### config.mk
export PLATFORM = sky130hd
export DESIGN_NAME = bus_master_if
export DESIGN_NICKNAME = d
export VERILOG_FILES = /design/src/rtl/bus_master_if_pkg.sv /design/src/rtl/bus_watchdog.sv /design/src/rtl/bus_master_if.sv
export SDC_FILE = /design/constraint.sdc
export NUM_CORES = 1
export LEC_CHECK = 0
export ABC_AREA = 0
export CORE_AREA = 2 2 159 161
export CTS_CLUSTER_SIZE = 14
export DETAILED_ROUTE_END_ITERATION = 10
export DIE_AREA = 0 0 161 163
export SLEW_MARGIN = 20
export SYNTH_ARGS = -nofsm -noshare
export SYNTH_HDL_FRONTEND = slang
export SYNTH_SLANG_ARGS = --single-unit
### constraint.sdc
create_clock -name clk -period 2.3 [get_ports clk]
set_clock_uncertainty 0.1 [all_clocks]
set_input_delay 0.46 -clock clk [delete_from_list [all_inputs] [get_ports clk]]
set_output_delay 0.46 -clock clk [all_outputs]
set_load 0.05 [all_outputs]
### src/rtl/bus_master_if_pkg.sv
// Shared types and constants for the peripheral-bus initiator and its helpers.
// Bus control strobes are active-low; READ/WRITE is the bus direction encoding.
package bus_master_if_pkg;

  localparam int BUS_ADDR_W = 30;
  localparam int BUS_DATA_W = 32;

  localparam logic ENABLE_  = 1'b0;
  localparam logic DISABLE_ = 1'b1;
  localparam logic READ     = 1'b1;
  localparam logic WRITE    = 1'b0;

  typedef enum logic [1:0] {
    ST_IDLE   = 2'h0,
    ST_REQ    = 2'h1,
    ST_ACCESS = 2'h2,
    ST_DONE   = 2'h3
  } bus_state_e;

  // Counter width able to hold 0..timeout; a disabled watchdog still needs one bit.
  function automatic int wdog_width(input int timeout);
    return (timeout > 0) ? $clog2(timeout + 1) : 1;
  endfunction

endpackage

### src/rtl/bus_watchdog.sv
// Saturating cycle counter that flags the last permitted wait cycle of a transfer.
// TIMEOUT=0 disables expiry entirely.
module bus_watchdog
  import bus_master_if_pkg::*;
#(
  parameter int TIMEOUT = 255
) (
  input  logic clk,
  input  logic rst,
  input  logic clear,
  input  logic enable,
  output logic expire
);

  localparam int CNT_W = wdog_width(TIMEOUT);
  localparam logic [CNT_W-1:0] CNT_LAST = (TIMEOUT > 0) ? CNT_W'(TIMEOUT - 1) : '0;
  localparam logic [CNT_W-1:0] CNT_SAT  = CNT_W'(TIMEOUT);

  logic [CNT_W-1:0] cnt;

  always_ff @(posedge clk or negedge rst) begin
    if (!rst) begin
      cnt <= '0;
    end else if (clear) begin
      cnt <= '0;
    end else if (enable && (cnt != CNT_SAT)) begin
      cnt <= cnt + 1'b1;
    end
  end

  assign expire = (TIMEOUT > 0) && enable && (cnt == CNT_LAST);

endmodule

### src/rtl/bus_master_if.sv
// Single-transfer bus initiator: arbitrates, issues one address strobe, waits for
// the slave's ready pulse (or the watchdog) and returns load data to the CPU.
//
//  state     | meaning
//  ----------+---------------------------------------------------------------
//  ST_IDLE   | waiting for a CPU request; request fields latched on accept
//  ST_REQ    | bus_req_ asserted, waiting for bus_grnt_
//  ST_ACCESS | bus driven; as_ in first cycle only; waiting for rdy_/timeout
//  ST_DONE   | one-cycle completion: CPU released, err pulse, bus released
module bus_master_if
  import bus_master_if_pkg::*;
#(
  parameter int ADDR_W  = BUS_ADDR_W,
  parameter int DATA_W  = BUS_DATA_W,
  parameter int TIMEOUT = 255
) (
  input  logic              clk,
  input  logic              rst,
  input  logic              req,
  input  logic              rw,
  input  logic [ADDR_W-1:0] addr,
  input  logic [DATA_W-1:0] wr_data,
  output logic [DATA_W-1:0] rd_data,
  output logic              busy,
  output logic              err,
  output logic              bus_req_,
  input  logic              bus_grnt_,
  output logic              bus_as_,
  output logic              bus_rw,
  output logic [ADDR_W-1:0] bus_addr,
  output logic [DATA_W-1:0] bus_wr_data,
  input  logic [DATA_W-1:0] bus_rd_data,
  input  logic              bus_rdy_
);

  bus_state_e        state;
  logic              rw_r;
  logic [ADDR_W-1:0] addr_r;
  logic [DATA_W-1:0] wr_data_r;

  logic wdog_clear;
  logic wdog_en;
  logic wdog_expire;

  assign wdog_clear = (state == ST_REQ) && (bus_grnt_ == ENABLE_);
  assign wdog_en    = (state == ST_ACCESS);

  bus_watchdog #(
    .TIMEOUT (TIMEOUT)
  ) u_wdog (
    .clk    (clk),
    .rst    (rst),
    .clear  (wdog_clear),
    .enable (wdog_en),
    .expire (wdog_expire)
  );

  assign busy = req && (state != ST_DONE);

  always_ff @(posedge clk or negedge rst) begin
    if (!rst) begin
      state       <= ST_IDLE;
      rw_r        <= READ;
      addr_r      <= '0;
      wr_data_r   <= '0;
      rd_data     <= '0;
      err         <= 1'b0;
      bus_req_    <= DISABLE_;
      bus_as_     <= DISABLE_;
      bus_rw      <= READ;
      bus_addr    <= '0;
      bus_wr_data <= '0;
    end else begin
      err <= 1'b0;
      case (state)
        ST_IDLE: begin
          if (req) begin
            rw_r      <= rw;
            addr_r    <= addr;
            wr_data_r <= wr_data;
            bus_req_  <= ENABLE_;
            state     <= ST_REQ;
          end
        end
        ST_REQ: begin
          if (bus_grnt_ == ENABLE_) begin
            bus_as_     <= ENABLE_;
            bus_rw      <= rw_r;
            bus_addr    <= addr_r;
            bus_wr_data <= wr_data_r;
            state       <= ST_ACCESS;
          end
        end
        ST_ACCESS: begin
          bus_as_ <= DISABLE_;
          // Ready has priority over a watchdog expiry on the same edge.
          if ((bus_rdy_ == ENABLE_) || wdog_expire) begin
            if (rw_r == READ) begin
              rd_data <= (bus_rdy_ == ENABLE_) ? bus_rd_data : '0;
            end
            err         <= (bus_rdy_ != ENABLE_);
            bus_req_    <= DISABLE_;
            bus_rw      <= READ;
            bus_addr    <= '0;
            bus_wr_data <= '0;
            state       <= ST_DONE;
          end
        end
        ST_DONE: begin
          state <= ST_IDLE;
        end
        default: begin
          state <= ST_IDLE;
        end
      endcase
    end
  end

endmodule

; Word-level counts from Yosys, hierarchy flattened
; Index checks and enable logic that the tools add are counted.
[totals]
register_bits = 171
input_bits = 100
output_inout_bits = 99
word_cells = 61
[op_classes]
n_addsub = 1
n_eq_ne = 9
muxes = 22
bitwise_logic = 2
reduce_logical = 15
[ops]
columns = operator, count
row1 = $mux W32, 3
row2 = $pmux W32 S2, 1
row3 = $mux W30, 2
row4 = $pmux W30 S2, 1
row5 = $mux W8, 2
row6 = $reduce_and A3 Y1, 4
row7 = $add A8 B1 Y8 const B, 1
row8 = $eq A8 B8 Y1 const B, 1
row9 = $ne A2 B2 Y1 const B, 4
row10 = $ne A8 B8 Y1 const B, 1
row11 = $pmux W2 S4, 1
row12 = $mux W1, 6
row13 = $mux W2, 3
row14 = $pmux W1 S2, 3
row15 = $reduce_bool A2 Y1, 3
row16 = $eq A2 B2 Y1 const B, 2
row17 = $logic_and A1 B1 Y1, 4
row18 = $reduce_and A2 Y1, 2
row19 = $eq A2 B1 Y1 const B, 1
row20 = $logic_not A2 Y1, 1
row21 = $not A1 Y1, 2
row22 = $logic_or A1 B1 Y1, 1

; Logic depth before layout (Yosys ltp)
[depth]
depth_word = 5
ltp_mapped = 8
ltp_nobuf = 6

; By module
; From an unflattened synthesis, not the netlist that was laid out.
[hier_totals]
hier_cells = 461
area_unflattened_um2 = 6944.2
[modules_own_cells]
columns = mod, n_inst, cells_per_inst, area_each_um2, seq_area_each_um2
row1 = bus_master_if, 1, 411, 6465.0, 4083.9
row2 = bus_watchdog, 1, 50, 479.2, 200.2

; Worst setup path after synthesis
; OpenSTA, ideal clock, no wires.
[synth_timing]
path_kind = reg2out
start = reg state[0]
end = out busy
arrival_ns = 1.279
t_required_ns = 1.740
setup_slack_ns = 0.461
path_stages_with_launch = 3
n_path_buf = 0
path_cell_list = dfrtp_1 -> ha_1 -> nor2b_1
[synth_between]
elab_chain_cells = 2
[synth_lines]
columns = item, line
row1 = start: declaration, bus_master_if.sv:36  ; bus_state_e state;
row2 = start signal: assignment, bus_master_if.sv:62  ; state <= ST_IDLE;
row3 = start signal: assignment, bus_master_if.sv:82  ; state <= ST_REQ;
row4 = start signal: assignment, bus_master_if.sv:91  ; state <= ST_ACCESS;
row5 = $ne A2 B2 Y1, bus_master_if.sv:58  ; assign busy = req && (state != ST_DONE);
row6 = $logic_and A1 B1 Y1, bus_master_if.sv:58
row7 = end: declaration, bus_master_if.sv:24  ; output logic busy,
; Every way passes these cells.

; Worst setup path after layout
[layout_timing]
start = reg bus_addr[20]
end = out bus_addr[20]
[layout_lines]
columns = item, line
row1 = start: declaration, bus_master_if.sv:30  ; output logic [ADDR_W-1:0] bus_addr,
row2 = start signal: assignment, bus_master_if.sv:89  ; bus_addr <= addr_r;
; No word-level cell between the ends.

==> flow_summary_export.csv <==
group,metric,value,unit
outcome,status,"finished clean",
synth,ys_seq_elements,171,
setup_path,endpoint_kind,"output pin",
drt,detail_route.iter0.violations,219,
timing,slew_headroom,0.611,
setup_path,rr_startpoint,"u_wdog.cnt[0]$_DFFE_PN0P_",
setup_path,cp_slowest_cell,"clkdlybuf4s50_1",
worst_hold_path,hold_path.class,"register to register",
die,core_area,24700,µm²
cts,cts_tree,"built",
cts,worst_skew_pair.late_latency,0.42,ns
die,die-area,26200,µm²
power,irDropWorstVdd,0.000820,V
die,fp.dieH,163,µm
setup_path,cpPeakStageDelay,0.82,ns
cts,clock_path_buffers,2,
die,die_w,161,µm
final_layout,nFillCells,2359,
final_layout,drive_gt1_frac,0.175,
final_layout,nets,869,
drt,drt_pass1_iterations,5,
placement,placed_cell_area,9670,µm²
grt,antenna_found_initial,0,
timing,rsz0062_at_grt,"no",
power,p_leak,4.28,nW
worst_hold_path,min_from,"rd_data[14]$_DFFE_PN0P_",
job,cap_viol_max_count,0,
die,start_util,0.293,
setup_path,r2r_setup_slack,0.48,ns
cts,htree_levels,4,
die,ios,199,
final_layout,area_growth,41.6,%
synth,synthFlopType,"dfrtp_1",
final_layout,fin_area,10200,µm²
setup_path,start_kind,"register",
grt,gr-usage-all-layers,0.148,
synth,syn_area,7230,µm²
timing,fmax,0.456,GHz
setup_path,reg2regPathDepth,6,
setup_path,path_delay_family,"buffers and inverters",
drt,vias,5140,
placement,dpl.hpwl,12.4,mm
setup_path,worstPathArrival,1.63,ns
drt,vias_per_cell,4.65,
synth,yosysWarnings,0,
timing,fin_setup_tns,0,ns
placement,place_congestion,0.706,
timing,tightest_slew,0.583,ns
timing,hold_viol_final,0,
drt,post-route-drc-count,0,
cts,cts_resized,0,
worst_hold_path,hold_path_depth,1,
grt,grt_pass1_wl,30.3,mm
setup_path,path_buf_inv,1,
drt,ant_nets,0,
setup_path,cp_max_fo,3,
worst_hold_path,min_to,"rd_data[14]$_DFFE_PN0P_",
synth,async_flop_share,1.00,
synth,synth.avg_cell_area,12.8,µm²
synth,synthDistinctLibCells,36,
drt,totalWireLength,18.8,mm
timing,period_needed,2.19,ns
placement,port_buffers,198,
synth,ys_seq_area_frac,0.592,
final_layout,regArea,4280,µm²
setup_path,crit_chain,"clkdlybuf4s50_1",
cts,root_buffer,"clkbuf_16",
setup_path,worstPathRequired,1.74,ns
timing,drv_slew,0,
drt,wl_per_cell,17.0,µm
timing,setup_viol,0,
grt,grt-ovfl-total,0,
power,p_per_area,1400,nW/µm²
grt,grt_max_degree,47,
cts,cts.sinks,171,
setup_path,crit_type,"register to output pin",
synth,synth_nets,672,
grt,grt_pass1_vias,5219,
die,num_rows,58,
final_layout,antenna_cells,0,
cts,clk_pin_slew_worst_paths,0.07,ns
setup_path,worstReg2RegEnd,"state[1]$_DFFE_PN0P_",
cts,numCtsBuffers,17,
synth,synthCells,566,
final_layout,multi_input_area,2710,µm²
power,total_power,0.0144,W
synth,synth_edf_count,0,
timing,finalCritPeriodShare,0.954,
==> metrics by stage <==
step / std cells / setup slack (ns) / hold WS [ns] / util
6_report: 1106 / 0.106 / 0.400 / 0.415
5_1_grt: 1106 / 0.0268 / 0.407 / 0.415
4_1_cts: 1106 / 0.0703 / 0.405 / 0.415
3_5_place_dp: 1073 / 0.333 / 0.327 / 0.392
3_3_place_gp: 1073 / 0.324 / 0.320 / 0.392
2_1_floorplan: 566 / 0.461 / 0.0644 / -
==> metal layers <==
layer / track usage / up-vias / part of all wire
li1: - / 2447 / -
met1: 0.205 / 2531 / 0.49
met2: 0.224 / 153 / 0.43
met3: 0.0535 / 9 / 0.073
met4: 0.0280 / 0 / 0.0061
met5: 0 / - / 0
==> state kept, by name, indices dropped and copies added, names as in the netlist, 2 cells and up <==
name	count
bus_wr_data	32
wr_data_r	32
u_wdog.cnt	8
bus_addr	30
addr_r	30
state	2
rd_data	32
==> cell usage in the layout, fill, tap and decap left out, drive strengths merged, types with 4 or more instances in the layout <==
master | Yosys | routed
nor2b | 64 | 64
nand2 | 11 | 11
dfrtp | 167 | 167
dfstp | 4 | 4
a22o | 32 | 32
inv | 4 | 8
nor2 | 9 | 9
buf | 22 | 26
nand3 | 6 | 6
a21oi | 70 | 70
mux2 | 64 | 64
clkbuf | 20 | 19
ha | 6 | 6
clkinv | 0 | 8
o2bb2ai | 62 | 62
nor3 | 4 | 4
clkdlybuf4s50 | 0 | 193
==> cell usage after synthesis, types with 3 or more instances <==
| library cell | count | area share |
|---|---|---|
| a22o_1 | 32 | 0.039 |
| buf_6 | 10 | 0.016 |
| nor2_1 | 9 | 0.0047 |
| dfstp_2 | 4 | 0.015 |
| xnor2_1 | 3 | 0.0036 |
| a21oi_1 | 70 | 0.048 |
| clkbuf_1 | 20 | 0.010 |
| nor3_1 | 4 | 0.0028 |
| nand2b_1 | 3 | 0.0026 |
| buf_2 | 12 | 0.0083 |
| nand3_1 | 5 | 0.0035 |
| o2bb2ai_1 | 62 | 0.075 |
| inv_1 | 4 | 0.0021 |
| dfrtp_1 | 167 | 0.58 |
| ha_1 | 6 | 0.010 |
| nor2b_1 | 64 | 0.055 |
| nand2_1 | 10 | 0.0052 |
| mux2_2 | 63 | 0.098 |
==> worst max-delay path by stage <==
stage	start	to	slack, ns	depth (start not counted)
global route	bus_addr[6]$_DFFE_PN0P_	bus_addr[6]	0.03	1
global placement	req	busy	0.32	3
finish	bus_addr[20]$_DFFE_PN0P_	bus_addr[20]	0.11	1
detailed placement	req	busy	0.33	3
CTS	bus_addr[9]$_DFFE_PN0P_	bus_addr[9]	0.07	1
floorplan	state[0]$_DFFE_PN0P_	busy	0.46	2
==> power breakdown <==
part           leakage (nW)  internal [W]  switching, W  total [W]
Combinational          1.86       0.00269       0.00399    0.00668
Sequential             2.15       0.00423      0.000721    0.00495
Clock                 0.270       0.00144       0.00128    0.00272
==> logic make-up after synthesis <==
kind of cell | after synthesis | share of synthesized area
xor+xnor | 3 | 0.00363
buf+inv | 46 | 0.0363
simple gates | 102 | 0.0818
compound gates | 173 | 0.174
flops | 171 | 0.592
fa+ha+maj | 6 | 0.0104
mux | 65 | 0.101
==> timing repair <==
action                                  CTS  global route
setup buffers                             0             0
hold buffers                              1             0
hold endpoints to repair                 37             0
endpoints found under the setup margin    0             0
==> cell type report <==
class,count,area share
multi-input cells,349,0.264
well taps,330,0.0403
flip-flops and latches,171,0.418
clock inverters,13,0.0109
inverters,4,0.00147
repair buffers,220,0.221
clock buffers,19,0.0433
(Power assumes the default switching activity.)
